### src/rtl/id_ex_register.sv
// Decode/execute pipeline boundary register.
// Holds, bubbles or loads the decoded bundle and flags load-use hazards.
module id_ex_register #(
  parameter int DATA_WIDTH     = 32,
  parameter int REG_ADDR_WIDTH = 5
) (
  input  logic                      clk,
  input  logic                      rstN,
  input  logic                      stall,
  input  logic                      flush,
  input  logic                      idValid,
  input  logic [DATA_WIDTH-1:0]     idPc,
  input  logic [DATA_WIDTH-1:0]     idRs1Data,
  input  logic [DATA_WIDTH-1:0]     idRs2Data,
  input  logic [DATA_WIDTH-1:0]     idImm,
  input  logic [REG_ADDR_WIDTH-1:0] idRs1Addr,
  input  logic [REG_ADDR_WIDTH-1:0] idRs2Addr,
  input  logic [REG_ADDR_WIDTH-1:0] idRdAddr,
  input  logic [1:0]                idAluControl,
  input  logic [2:0]                idFunc3,
  input  logic [6:0]                idFunc7,
  input  logic                      idAluSrc,
  input  logic                      idMemRead,
  input  logic                      idMemWrite,
  input  logic                      idRegWrite,
  input  logic                      idMemToReg,
  input  logic                      idBranch,
  input  logic                      idJump,
  output logic                      hazardStall,
  output logic                      exValid,
  output logic [DATA_WIDTH-1:0]     exPc,
  output logic [DATA_WIDTH-1:0]     exRs1Data,
  output logic [DATA_WIDTH-1:0]     exRs2Data,
  output logic [DATA_WIDTH-1:0]     exImm,
  output logic [REG_ADDR_WIDTH-1:0] exRs1Addr,
  output logic [REG_ADDR_WIDTH-1:0] exRs2Addr,
  output logic [REG_ADDR_WIDTH-1:0] exRdAddr,
  output logic [1:0]                exAluControl,
  output logic [2:0]                exFunc3,
  output logic [6:0]                exFunc7,
  output logic                      exAluSrc,
  output logic                      exMemRead,
  output logic                      exMemWrite,
  output logic                      exRegWrite,
  output logic                      exMemToReg,
  output logic                      exBranch,
  output logic                      exJump
);

  typedef struct packed {
    logic                      valid;
    logic [DATA_WIDTH-1:0]     pc;
    logic [DATA_WIDTH-1:0]     rs1_data;
    logic [DATA_WIDTH-1:0]     rs2_data;
    logic [DATA_WIDTH-1:0]     imm;
    logic [REG_ADDR_WIDTH-1:0] rs1_addr;
    logic [REG_ADDR_WIDTH-1:0] rs2_addr;
    logic [REG_ADDR_WIDTH-1:0] rd_addr;
    logic [1:0]                alu_control;
    logic [2:0]                func3;
    logic [6:0]                func7;
    logic                      alu_src;
    logic                      mem_read;
    logic                      mem_write;
    logic                      reg_write;
    logic                      mem_to_reg;
    logic                      branch;
    logic                      jump;
  } id_ex_t;

  id_ex_t d;
  id_ex_t q;
  id_ex_t nxt;

  assign d.valid       = idValid;
  assign d.pc          = idPc;
  assign d.rs1_data    = idRs1Data;
  assign d.rs2_data    = idRs2Data;
  assign d.imm         = idImm;
  assign d.rs1_addr    = idRs1Addr;
  assign d.rs2_addr    = idRs2Addr;
  assign d.rd_addr     = idRdAddr;
  assign d.alu_control = idAluControl;
  assign d.func3       = idFunc3;
  assign d.func7       = idFunc7;
  assign d.alu_src     = idAluSrc;
  assign d.mem_read    = idMemRead;
  assign d.mem_write   = idMemWrite;
  assign d.reg_write   = idRegWrite;
  assign d.mem_to_reg  = idMemToReg;
  assign d.branch      = idBranch;
  assign d.jump        = idJump;

  // rs2 is compared even when the consumer does not read it
  assign hazardStall = idValid & q.valid & q.mem_read
                     & (q.rd_addr != '0)
                     & ((q.rd_addr == idRs1Addr)
                      | (q.rd_addr == idRs2Addr));

  // flush overrides a frozen pipeline; an all-zero bundle is ADD x0
  always_comb begin
    nxt = d;
    if (flush)
      nxt = '0;
    else if (stall)
      nxt = q;
    else if (hazardStall)
      nxt = '0;
  end

  always_ff @(posedge clk or negedge rstN) begin
    if (!rstN)
      q <= '0;
    else
      q <= nxt;
  end

  assign exValid      = q.valid;
  assign exPc         = q.pc;
  assign exRs1Data    = q.rs1_data;
  assign exRs2Data    = q.rs2_data;
  assign exImm        = q.imm;
  assign exRs1Addr    = q.rs1_addr;
  assign exRs2Addr    = q.rs2_addr;
  assign exRdAddr     = q.rd_addr;
  assign exAluControl = q.alu_control;
  assign exFunc3      = q.func3;
  assign exFunc7      = q.func7;
  assign exAluSrc     = q.alu_src;
  assign exMemRead    = q.mem_read;
  assign exMemWrite   = q.mem_write;
  assign exRegWrite   = q.reg_write;
  assign exMemToReg   = q.mem_to_reg;
  assign exBranch     = q.branch;
  assign exJump       = q.jump;

endmodule
### config.mk
export PLATFORM = sky130hd
export DESIGN_NAME = id_ex_register
export DESIGN_NICKNAME = d
export VERILOG_FILES = /design/src/rtl/id_ex_register.sv
export SDC_FILE = /design/constraint.sdc
export NUM_CORES = 1
export LEC_CHECK = 0
export BUFFER_PORTS_ARGS = -buffer_cell sky130_fd_sc_hd__buf_2
export CAP_MARGIN = 20
export CORE_ASPECT_RATIO = 0.9
export CORE_MARGIN = 8
export CORE_UTILIZATION = 55
export CTS_BUF_LIST = sky130_fd_sc_hd__clkbuf_16
export CTS_CLUSTER_SIZE = 16
export DETAILED_ROUTE_END_ITERATION = 8
export HOLD_SLACK_MARGIN = 0.12
export PLACE_DENSITY = 0.83
export RECOVER_POWER = 100
export SLEW_MARGIN = 25
export SYNTH_ARGS = -nofsm -noshare
export SYNTH_HDL_FRONTEND = slang
export SYNTH_SLANG_ARGS = --single-unit
### constraint.sdc
create_clock -name clk -period 3.4 [get_ports clk]
set_clock_uncertainty 0.2 [all_clocks]
set_input_delay 0.17 -clock clk [delete_from_list [all_inputs] [get_ports clk]]
set_output_delay 0.17 -clock clk [all_outputs]
set_load 0.02 [all_outputs]
==> flow_results.org <==
** Clock tree
- Clock tree root driver cell :: clkbuf_16
- TritonCTS built the clock tree.
- CTS H-Tree Depth :: 4
- The number of clock buffers added by TritonCTS is 17.
- The longest clock path from root to sink contains 2 buffers.
- Clock latency at the later pin of the worst-skew pair :: around 0.43 ns
- Clock tree synthesis found a total of approximately 160 sinks.
- Clock-pin slew was measured on the worst setup and hold paths at approximately 0.07 ns.

** Power and ir drop
- Internal power comes to roughly 0.0038 W.
- Of the total power, the clock network draws approximately a third.
- Power Density :: about 430 mW/mm^2
- Combinational logic burns 26.9% of the power.
- Sequential cells account for approximately two fifths of the total power.
- Of the total power, the share spent switching nets is ~34%.
- Max rail drop VDD :: ~0.35 mV
- Leak pwr :: ~6 nW
- Net switching power of the design :: 0.00195 W

** Timing
- The final-report hold violation count came to 0.
- Unrepaired setup endpoints after global routing :: false
- Rel. slew slack :: -24.5%
- In the final timing run, aggregate negative setup slack is 0 ns.
- Transition time of the tightest slew-check pin :: approximately 1.9 ns
- Maximum achievable frequency :: about 330 MHz
- Setup violations, final :: 0
- After layout, the worst setup slack is 0.366 ns.
- The final critical path takes up approximately nine tenths of the cycle.
- Final slew viol count :: about 110
- Final min period :: ~3.0 ns

** Global route
- Met3 usage in global routing :: 6.22%
- M2 GR Usage :: between 50% and 60%
- Global routing used between 30% and 40% of the available tracks.
- Pin count of the biggest net entering global routing :: 161
- Peak-usage layer in the global routing report :: met2
- The initial antenna violation count came to 3.
- The first global-routing pass estimated approximately 56000 um of wire.
- The number of global-route vias before repair was ~11k.
- GR Util met1 :: about a third
- Remaining global-route overflow :: 0

** Final layout
- Growth of design area from synthesis to finish :: 35.3%
- Commonest non-fill, non-tap cell in the layout :: dlygate4sd3_1
- In the final design database the tool counted 1560 nets.
- Of the cells placed in the final design, the portion with a size suffix greater than 1 is around a quarter.
- The filler cells instantiated in the layout total roughly 1.1k.
- End-of-flow core utilization :: 76.0%
- With fillers left out, the area of the finished cells amounts to around 0.013 sq mm.
- Leaving out fill and tap cells, the most frequent cells in the layout are 191 x dlygate4sd3_1, 166 x inv_1, 166 x clkbuf_1.

** Route
- Routed WL per cell :: roughly 22 um
- Detailed Route Iter0 Violations :: about 1.0k
- Antenna Nets Post-Route :: 0
- After detailed routing, the total wire length is 36100 um.
- After detailed routing, the number of vias per cell comes to ~6.3.
- Routed vias :: roughly 10k
- Post-route DRC :: 0
- Total iterations of the first detailed-routing run :: 6

** Worst setup path
- Critical path launch point type :: flop
- Counting cells, the worst reg-to-reg path comes to 6.
- STA classifies the critical path endpoint as a flop.
- Worst Setup Path Type :: flop to flop
- For the worst setup path, the data required time is ~3.6 ns.
- Arrival @ worst endpoint :: approximately 3.2 ns
- Along the worst path, the maximum fanout reaches 73.

** Floorplanning
- Die W :: 157 um
- Once the floorplan was initialized, standard cells occupied 56.1% of the core.
- Die Footprint :: around 0.023 sq mm
- Area of the core :: between 0.015 and 0.02 sq mm
- Row generation in the floorplan step produced 46 rows.
- In this run the vertical extent of the chip is roughly 140 um.
- Total I/O pin count :: roughly 330

** Synthesis
- During synthesis, Yosys emitted a total of 0 warnings.
- Counting every net in the synthesized netlist gives 1128.
- Counting distinct cell types in the post-synthesis netlist gives 21.
- Cell Area, Synth :: 0.00989 sq mm
- After technology mapping, the gate count stands at 961.
- Sequential fraction of the synthesis area :: about 41%
- After synthesis the netlist holds a flip-flop and latch count of 163.
- After synthesis, the mean cell area works out to approximately 10 sq um.

** Min path
- The worst hold path passes through 2 cells.
- Min-Delay Path Class :: primary input to flop

** Job
- Number of maximum-capacitance violations :: 2

** Placed design
- During placement, the flow inserted port buffers numbering 330.
- Global placer's final weighted congestion :: 0.768
- The placed instances occupy a cell area of ~0.011 sq mm.
- The HPWL after detailed placement is ~19000 um.
- Pre-CTS setup slack :: approximately 1 ns

** Status
- The run finished, with violations left.
- Violated checks :: capacitance limit, slew limit
==> metal layers <==
metal | share of wire [%] | vias to the layer above
met5 | 0 | -
met4 | 5.6 | 0
met3 | 7.5 | 142
met2 | 51 | 618
met1 | 36 | 5029
li1 | - | 4534
==> critical path, cell delays in order (launching register included) <==
cell and delay, ns:
dfrtp_1 0.44, or4_1 0.60, o2111ai_4 0.35, buf_12 0.41
a22oi_2 0.13, o41ai_1 0.11, dlygate4sd3_1 0.63
==> registers in the layout, indices dropped and copies added, names as in the netlist <==
name and count:
exRs1Data 32, exJump 1, exAluControl 2, exFunc3 3, exImm 32, exPc 32
exRegWrite 1, exValid 1, exMemToReg 1, exAluSrc 1, exRs2Data 32, exRdAddr 5
exFunc7 7, exRs2Addr 5, exMemWrite 1, exBranch 1, exRs1Addr 5, exMemRead 1
==> kinds of logic (layout without fill, tap and decap cells) <==
logic type / after synthesis / in the layout / synth area share, %
AOI/OAI and AO/OA: 328 / 328 / 35.1
buffers and inverters: 290 / 735 / 14.1
and+or+nand+nor: 170 / 170 / 8.67
DFF: 163 / 163 / 41.3
xor gates and xnor gates: 10 / 10 / 0.886
other: 0 / 5 / 0
==> power by group through the flow <==
stage / Clock, W / Combinational [W] / Sequential (W)
final: 0.00190 / 0.00154 / 0.00230
after global routing: 0.00197 / 0.00164 / 0.00232
after CTS: 0.00192 / 0.00158 / 0.00229
after detailed placement: 0 / 0.00137 / 0.00232
after global placement: 0 / 0.00134 / 0.00232
after floorplan: 0 / 0.000636 / 0.00256
==> cells in the mapped netlist <==
| cell | number | area, sq um |
|---|---|---|
| inv_1 | 164 | 616 |
| dfrtp_1 | 163 | 4080 |
| nor3_1 | 163 | 816 |
| o41ai_1 | 159 | 1390 |
| a22oi_2 | 149 | 1860 |
| clkbuf_1 | 87 | 327 |
| buf_2 | 18 | 90.1 |
| buf_12 | 16 | 320 |
| xnor2_1 | 10 | 87.6 |
| a22oi_1 | 8 | 60.1 |
| a32oi_1 | 6 | 52.6 |
| o41ai_2 | 4 | 65.1 |
| buf_1 | 2 | 7.51 |
| buf_8 | 2 | 30.0 |
| nand2_1 | 2 | 7.51 |
| nand3_1 | 2 | 10.0 |
| nor2b_1 | 2 | 12.5 |
| clkbuf_4 | 1 | 7.51 |
| o2111ai_4 | 1 | 26.3 |
| o22ai_1 | 1 | 6.26 |
| or4_4 | 1 | 11.3 |
==> final timing paths <==
kind	startpoint	to	slack, ns
worst max-delay path	exRdAddr[1]	exImm[9]	0.37
worst min-delay path	flush	exRs1Addr[4]	0.30
worst max register to register	exRdAddr[1]	exImm[9]	0.37
worst min register to register	exPc[17]	exPc[17]	0.31
max in group asynchronous	rstN	exRs1Data[4]	0.91
min in group asynchronous	rstN	exImm[31]	0.81
==> what timing repair did <==
| action | in CTS | in global routing |
|---|---|---|
| hold buffers | 192 | 0 |
| buffers inserted | 0 | 0 |
| resized for setup | 0 | 0 |
| endpoints found under the hold margin | 326 | 0 |
==> metrics by stage <==
step / hold WS [ns] / total power (W) / instances
floorplan: -0.326 / 0.00320 / 961
global placement: -0.0186 / 0.00366 / 1420
detailed placement: -0.0161 / 0.00370 / 1420
CTS: 0.133 / 0.00578 / 1644
global route: 0.339 / 0.00593 / 1649
finish: 0.297 / 0.00574 / 1651
==> layout make-up <==
| class | count | area [sq um] | share of cell area (%) |
|---|---|---|---|
| timing repair buffer | 539 | 3590 | 26.8 |
| sequential | 163 | 4080 | 30.5 |
| clock buffer | 17 | 425 | 3.18 |
| antenna | 5 | 12.5 | 0.0935 |
| inverter | 164 | 616 | 4.60 |
| clock inverter | 15 | 140 | 1.05 |
| tap | 240 | 300 | 2.24 |
| multi-input combinational | 508 | 4220 | 31.6 |
Power figures use the tool's default switching activity.
